===== src/rtl/cfg_scan_loader.sv =====
// Configuration loader feeding the CLB scan chain: serializes handshaken words
// LSB-first onto scan_in and returns the bits leaving the chain tail as readback words.
`timescale 1ns/1ps
module cfg_scan_loader #(
    parameter int DATA_WIDTH = 8,
    parameter int CHAIN_LEN  = 29,
    parameter int CNT_WIDTH  = 16
) (
    input  logic                  clk,
    input  logic                  rst,
    input  logic                  start,
    input  logic [DATA_WIDTH-1:0] din,
    input  logic                  din_valid,
    output logic                  din_ready,
    output logic                  cfg_scan_out,
    output logic                  cfg_scan_en,
    input  logic                  cfg_scan_ret,
    output logic [DATA_WIDTH-1:0] rb_data,
    output logic                  rb_valid,
    output logic                  busy,
    output logic                  done
);

    localparam int IDX_W = $clog2(DATA_WIDTH + 1);
    localparam logic [CNT_WIDTH-1:0] LAST_BIT = CNT_WIDTH'(CHAIN_LEN - 1);
    localparam logic [CNT_WIDTH-1:0] FULL_CNT = CNT_WIDTH'(CHAIN_LEN);
    localparam logic [IDX_W-1:0]     LAST_IDX = IDX_W'(DATA_WIDTH - 1);

    typedef enum logic [1:0] {
        IDLE  = 2'd0,
        FETCH = 2'd1,
        SHIFT = 2'd2,
        DONE  = 2'd3
    } state_t;

    state_t                state;
    state_t                state_nxt;
    logic [CNT_WIDTH-1:0]  bit_cnt;
    logic [IDX_W-1:0]      word_idx;
    logic [DATA_WIDTH-1:0] word_sh;
    logic [DATA_WIDTH-1:0] rb_sh;
    logic [DATA_WIDTH-1:0] rb_cap;
    logic                  last_bit;
    logic                  word_end;

    // Bit counter holds at CHAIN_LEN instead of wrapping.
    function automatic logic [CNT_WIDTH-1:0] sat_inc(input logic [CNT_WIDTH-1:0] v);
        if (v >= FULL_CNT) begin
            return FULL_CNT;
        end
        return v + CNT_WIDTH'(1);
    endfunction

    assign last_bit = (bit_cnt == LAST_BIT);
    assign word_end = (word_idx == LAST_IDX);

    always_ff @(posedge clk) begin
        if (rst) begin
            state <= IDLE;
        end else begin
            state <= state_nxt;
        end
    end

    always_comb begin
        state_nxt    = state;
        din_ready    = 1'b0;
        cfg_scan_en  = 1'b0;
        cfg_scan_out = 1'b0;
        busy         = 1'b0;
        case (state)
            IDLE: begin
                if (start) begin
                    state_nxt = FETCH;
                end
            end
            FETCH: begin
                din_ready = 1'b1;
                busy      = 1'b1;
                if (din_valid) begin
                    state_nxt = SHIFT;
                end
            end
            SHIFT: begin
                cfg_scan_en  = 1'b1;
                cfg_scan_out = word_sh[0];
                busy         = 1'b1;
                // Chain end takes priority so a final partial word never refetches.
                if (last_bit) begin
                    state_nxt = DONE;
                end else if (word_end) begin
                    state_nxt = FETCH;
                end
            end
            DONE: begin
                state_nxt = IDLE;
            end
            default: begin
                state_nxt = IDLE;
            end
        endcase
    end

    // Tail bit lands at the current word position; everything else keeps its value.
    always_comb begin
        rb_cap = rb_sh;
        for (int i = 0; i < DATA_WIDTH; i++) begin
            if (word_idx == IDX_W'(i)) begin
                rb_cap[i] = cfg_scan_ret;
            end
        end
    end

    always_ff @(posedge clk) begin
        if (rst) begin
            bit_cnt  <= '0;
            word_idx <= '0;
            word_sh  <= '0;
            rb_sh    <= '0;
            rb_data  <= '0;
            rb_valid <= 1'b0;
            done     <= 1'b0;
        end else begin
            rb_valid <= 1'b0;
            case (state)
                IDLE: begin
                    if (start) begin
                        bit_cnt <= '0;
                        done    <= 1'b0;
                    end
                end
                FETCH: begin
                    if (din_valid) begin
                        word_sh  <= din;
                        word_idx <= '0;
                    end
                end
                SHIFT: begin
                    word_sh  <= word_sh >> 1;
                    bit_cnt  <= sat_inc(bit_cnt);
                    word_idx <= word_idx + IDX_W'(1);
                    if (last_bit || word_end) begin
                        rb_data  <= rb_cap;
                        rb_valid <= 1'b1;
                        rb_sh    <= '0;
                    end else begin
                        rb_sh <= rb_cap;
                    end
                end
                DONE: begin
                    done <= 1'b1;
                end
                default: begin
                end
            endcase
        end
    end

endmodule


===== config.mk =====
export PLATFORM = sky130hd
export DESIGN_NAME = cfg_scan_loader
export DESIGN_NICKNAME = d
export VERILOG_FILES = /design/src/rtl/cfg_scan_loader.sv
export SDC_FILE = /design/constraint.sdc
export NUM_CORES = 1
export LEC_CHECK = 0
export CAP_MARGIN = 20
export CELL_PAD_IN_SITES_DETAIL_PLACEMENT = 1
export CELL_PAD_IN_SITES_GLOBAL_PLACEMENT = 2
export CORE_MARGIN = 2
export CORE_UTILIZATION = 37
export CTS_CLUSTER_SIZE = 8
export DETAILED_ROUTE_END_ITERATION = 16
export PLACE_DENSITY_LB_ADDON = 0.1
export SETUP_SLACK_MARGIN = 0.3
export SLEW_MARGIN = 40
export SYNTH_ARGS = -nofsm -noshare
export SYNTH_HDL_FRONTEND = slang
export SYNTH_SLANG_ARGS = --single-unit

===== constraint.sdc =====
create_clock -name clk -period 6.15 [get_ports clk]
set_input_delay 1.23 -clock clk [delete_from_list [all_inputs] [get_ports clk]]
set_output_delay 1.23 -clock clk [all_outputs]
set_load 0.1 [all_outputs]

Yosys cells after proc, flatten, opt, wreduce, memory -nomap -nowiden:

Cells that the tools add are included.

* bits in registers: 48
* bits in latches: 0
* memory bits (writable): 0
* memory bits (read-only): 0
* input bits: 13
* output and inout bits: 14
* logic and storage cells: 71
* memories kept: 0

* add/sub/neg operators: 2
* multipliers: 0
* divide/modulo/power cells: 0
* magnitude comparators: 1
* equal/unequal tests: 14
* shift operators: 0
* mux-type cells: 32
* bitwise operators: 1
* reduce and logical (&&, ||, !) cells: 13

Operator list (count)
* two-way mux 16 bit: 3
* one-hot mux 16 bit (2 select lines): 1
* two-way mux 1 bit: 17
* adder 16 x 1 -> 16 bit, second input constant: 1
* == test 16 x 5 -> 1 bit, second input constant: 1
* == test 4 x 3 -> 1 bit, second input constant: 4
* >= comparator 16 x 5 -> 1 bit, second input constant: 1
* two-way mux 8 bit: 2
* one-hot mux 8 bit (2 select lines): 1
* == test 4 x 2 -> 1 bit, second input constant: 2
* two-way mux 2 bit: 4
* one-hot mux 2 bit (4 select lines): 1
* one-hot mux 4 bit (2 select lines): 1
* AND reduction 2 bit: 4
* nonzero test 2 bit: 3
* adder 4 x 1 -> 4 bit, second input constant: 1
* == test 2 bit, second input constant: 2
* == test 4 x 1 -> 1 bit, second input constant: 1
* zero test 4 bit: 1
* two-way mux 4 bit: 1
* inequality test 2 bit, second input constant: 2
* OR reduction 2 bit: 2
* inequality test 3 bit, second input constant: 1
* AND reduction 3 bit: 1
* 5 further kinds: 5

Depth between registers and ports, before layout:

* word-level depth: 6
* mapped depth: 8
* gate-level depth less buffers: 6

Worst setup path before layout:

No wires, ideal clock.

* path kind: register to output
* start: register state[0]
* end: output cfg_scan_out
* arrival time: 2.629 ns
* data required time: 4.920 ns
* setup slack: 2.291 ns
* stages on the path, launching flop included: 6
* buffers on the path: 2
* path through: dfxtp_1 inv_1 ha_1 clkbuf_1 clkbuf_1 and2_1

* cells in the longest elaborated chain, start to end: 2

Ends and longest elaborated chain
* start, declared: RTL line 36 `state_t state;`
* start signal, assigned: RTL line 61 `state <= state_nxt;`
* == test 2 bit: RTL line 71 `case (state)`
* two-way mux 1 bit: RTL line 71
* end, declared: RTL line 15 `output logic cfg_scan_out,`

Every way passes these cells.

==> impl_results.md <==
* Flop pwr share at 41.1%
* Crit-path cells: clkdlybuf4s50_1 -> buf_4 -> nor3_1 -> a31oi_1 -> o21ba_2
* Slew Viols, Final at 0
* Worst Reg-to-Reg Cells at 7
* Max clock buf depth at 2
* Setup crit end kind: flip-flop
* Maxcap violations at 0
* Overall via count from detail_route at 2055
* Setup Fix Bufs, Post-CTS at 0
* Clock share of power at 22.2%
* Pwr per Cell Area at 319 nW/um^2
* CTS-repair resized insts at 0
* Setup Crit Path Kind: in2reg
* Switching Fraction at 41.7%
* Post-Route WL at 5.86 mm
* Hold slack at 0.472 ns
* Post-synth EDFFs at 0
* CP Max Fanout at 28
* Post-synth top area share at 39.3%
* Final setup fails at 0
* DIE WIDTH at 85.3 um
* CTS clk-pin slew, worst paths at 0.10 ns
* Max Freq at 308 MHz
* Area delta synth->final at 14.1%
* RR Startpoint: state[0]$_SDFFE_PP0P_
* Core area at 6390 sq um
* Main area contributors after synthesis: dfxtp_1, ha_1, nor2_1, mux2i_1, a211oi_1
* Fin. Hold Viols at 0
* CP arrival at 3.46 ns
* #FFs+latches synth at 48
* Post-route minimum period at 3.24 ns
* Yosys top cell by area: dfxtp_1
* Register Area at 961 sq um
* Syn nets at 302
* Internal power at 0.000518 W
* RSZ-0062 raised after global routing: false
* Clk_skew at 0.00787 ns
* Final setup TNS at 0 ns
* Status: completed
* CTS Root Cell: clkbuf_8
* Setup crit start: rst
* Ys async rst share at 0%
* Crit path max-delay cell type: clkdlybuf4s50_1
* Relative slew margins at 51.9%
* Die Y-Extent at 85.3 um
* Leak at 1.06 nW
* CTS tree: done
* CP Capture Point: bit_cnt[9]$_SDFFE_PP0P_
* Post-DP HPWL at 4.16 mm
* Fin cells at 377
* Largest net degree at the start of global routing at 29
* Synth top cells by count: dfxtp_1, nor2_1, inv_1
* Layout Utilization at 43.7%
* Tcrit/Tclk final at 52.7%
* R2R Path End: bit_cnt[9]$_SDFFE_PP0P_
* Total CTS buffers at 5
* Placer Congestion at 0.729
* Mean routed wirelength per cell at 15.6 um
* HP Class: reg2reg
* Hold_buf cts at 0
* # clock sinks at 48
* Max VDD drop at 256 uV
* Nets at 324
* Synth Area per Inst at 8.83 sq um
* Syn. warnings at 0
* Syn Inst Count at 277
* Remaining DRCs at 0
* DRT iter0 DRCs at 59
* Initial antenna violation count at 0
* Post-synthesis cell type count at 44
* Total track usage at 17.4%
* Actual slew at the worst max-slew pin at 0.718 ns
* Critical Path RT at 6.36 ns
* Area of the multi-input gates at 1380 sq um
* Dpl cells at 369
* Initial Util at 38.3%
* Synth Flop Type: dfxtp_1
* Part of the Yosys area used for sequential elements at 39.3%
* Clk Latency, worst-skew pair at 0.31 ns
* H-tree levels at 2
* ANT nets after route at 0
* Vias in the first global route at 2103
* Filler cells at 753
* Global route overflow at 0
* Port-buffer cells at 26
* 1st-pass router iterations at 4
* Via density at 5.45
* Worst R2R Setup Slack at 3.66 ns
* Post-Syn Area at 2440 sq um
* CP startpoint kind: input port
* Most common cell in the synthesized netlist: dfxtp_1
* Die area at 7270 sq um
* P_sw at 0.000371 W
* First-pass GRT wire length at 10.2 mm
* Layout cell share with drive strength beyond 1 at 12.0%
* Gate power share at 36.6%
* # IOs at 27
* Total number of placement rows at 29
* Hold Startpoint: rb_data[0]$_SDFFE_PP0P_
* Antenna diodes at 0
* Crit-path max cell delay at 0.82 ns
cell usage in the layout (no fill, tap or decap), drive strengths merged, types with 9 or more instances in the layout:
cell,n
a21oi,9
mux2i,11
dfxtp,48
ha,12
buf,16
clkdlybuf4s50,12
nand2,11
nor2,33
a211oi,9
nand2b,9
nand3,12
inv,15
sequential cells by signal (all words and copies together), names as in the netlist:
signal and cells:
bit_cnt 16, done 1, rb_data 8, rb_sh 8
rb_valid 1, state 2, word_idx 4, word_sh 8
final cells by class:
type	count	area share [%]
multi-input cells	202	49.6
flip-flops and latches	48	34.5
repair buffers	28	7.36
well taps	77	3.45
clock buffers	5	2.47
inverters	14	1.88
clock inverters	3	0.763
worst min-delay path by stage:
stage                              endpoint  slack [ns]  cells after the start
floorplan             rb_sh[4]$_SDFFE_PP0P_        0.44                      2
global placement      rb_sh[2]$_SDFFE_PP0P_        0.46                      2
detailed placement  rb_data[0]$_SDFFE_PP0P_        0.46                      2
CTS                 rb_data[0]$_SDFFE_PP0P_        0.48                      2
global route        rb_data[0]$_SDFFE_PP0P_        0.50                      2
finish              rb_data[0]$_SDFFE_PP0P_        0.47                      2
power groups by stage:
stage	registers [W]	clock network (W)	logic, W
after floorplan	0.000375	0	0.000261
after global placement	0.000373	0	0.000337
after detailed placement	0.000373	0	0.000328
after CTS	0.000366	0.000204	0.000329
after global routing	0.000371	0.000220	0.000359
final	0.000365	0.000198	0.000326
routing by layer:
layer,global-route usage (%),share of wire [%]
met5,0,0
met4,7.36,2.4
met3,2.92,2.4
met2,26.8,45
met1,23.9,51
worst max-delay path: cells and delay by family:
family          cells  cell delay (ns)
buf+inv             2             1.22
compound gates      2             0.88
simple gates        1             0.12
stage by stage:
stage	area (sq um)	total power [W]	setup WS [ns]
after floorplan	2440	0.000636	2.29
after global routing	2790	0.000950	2.78
final	2790	0.000889	2.91
after detailed placement	2700	0.000702	2.53
after CTS	2790	0.000900	2.85
after global placement	2770	0.000711	2.55
logic make-up after synthesis:
| kind of cell | Yosys count | share of synthesized area (%) |
|---|---|---|
| muxes | 19 | 8.19 |
| and+or+nand+nor | 113 | 25.2 |
| xor gates and xnor gates | 4 | 1.43 |
| buffers and inverters | 27 | 4.20 |
| adders and majority gates | 12 | 6.14 |
| DFF | 48 | 39.3 |
| AOI/OAI and AO/OA | 54 | 15.5 |
Note: power is estimated with default switching activity, not from simulation.
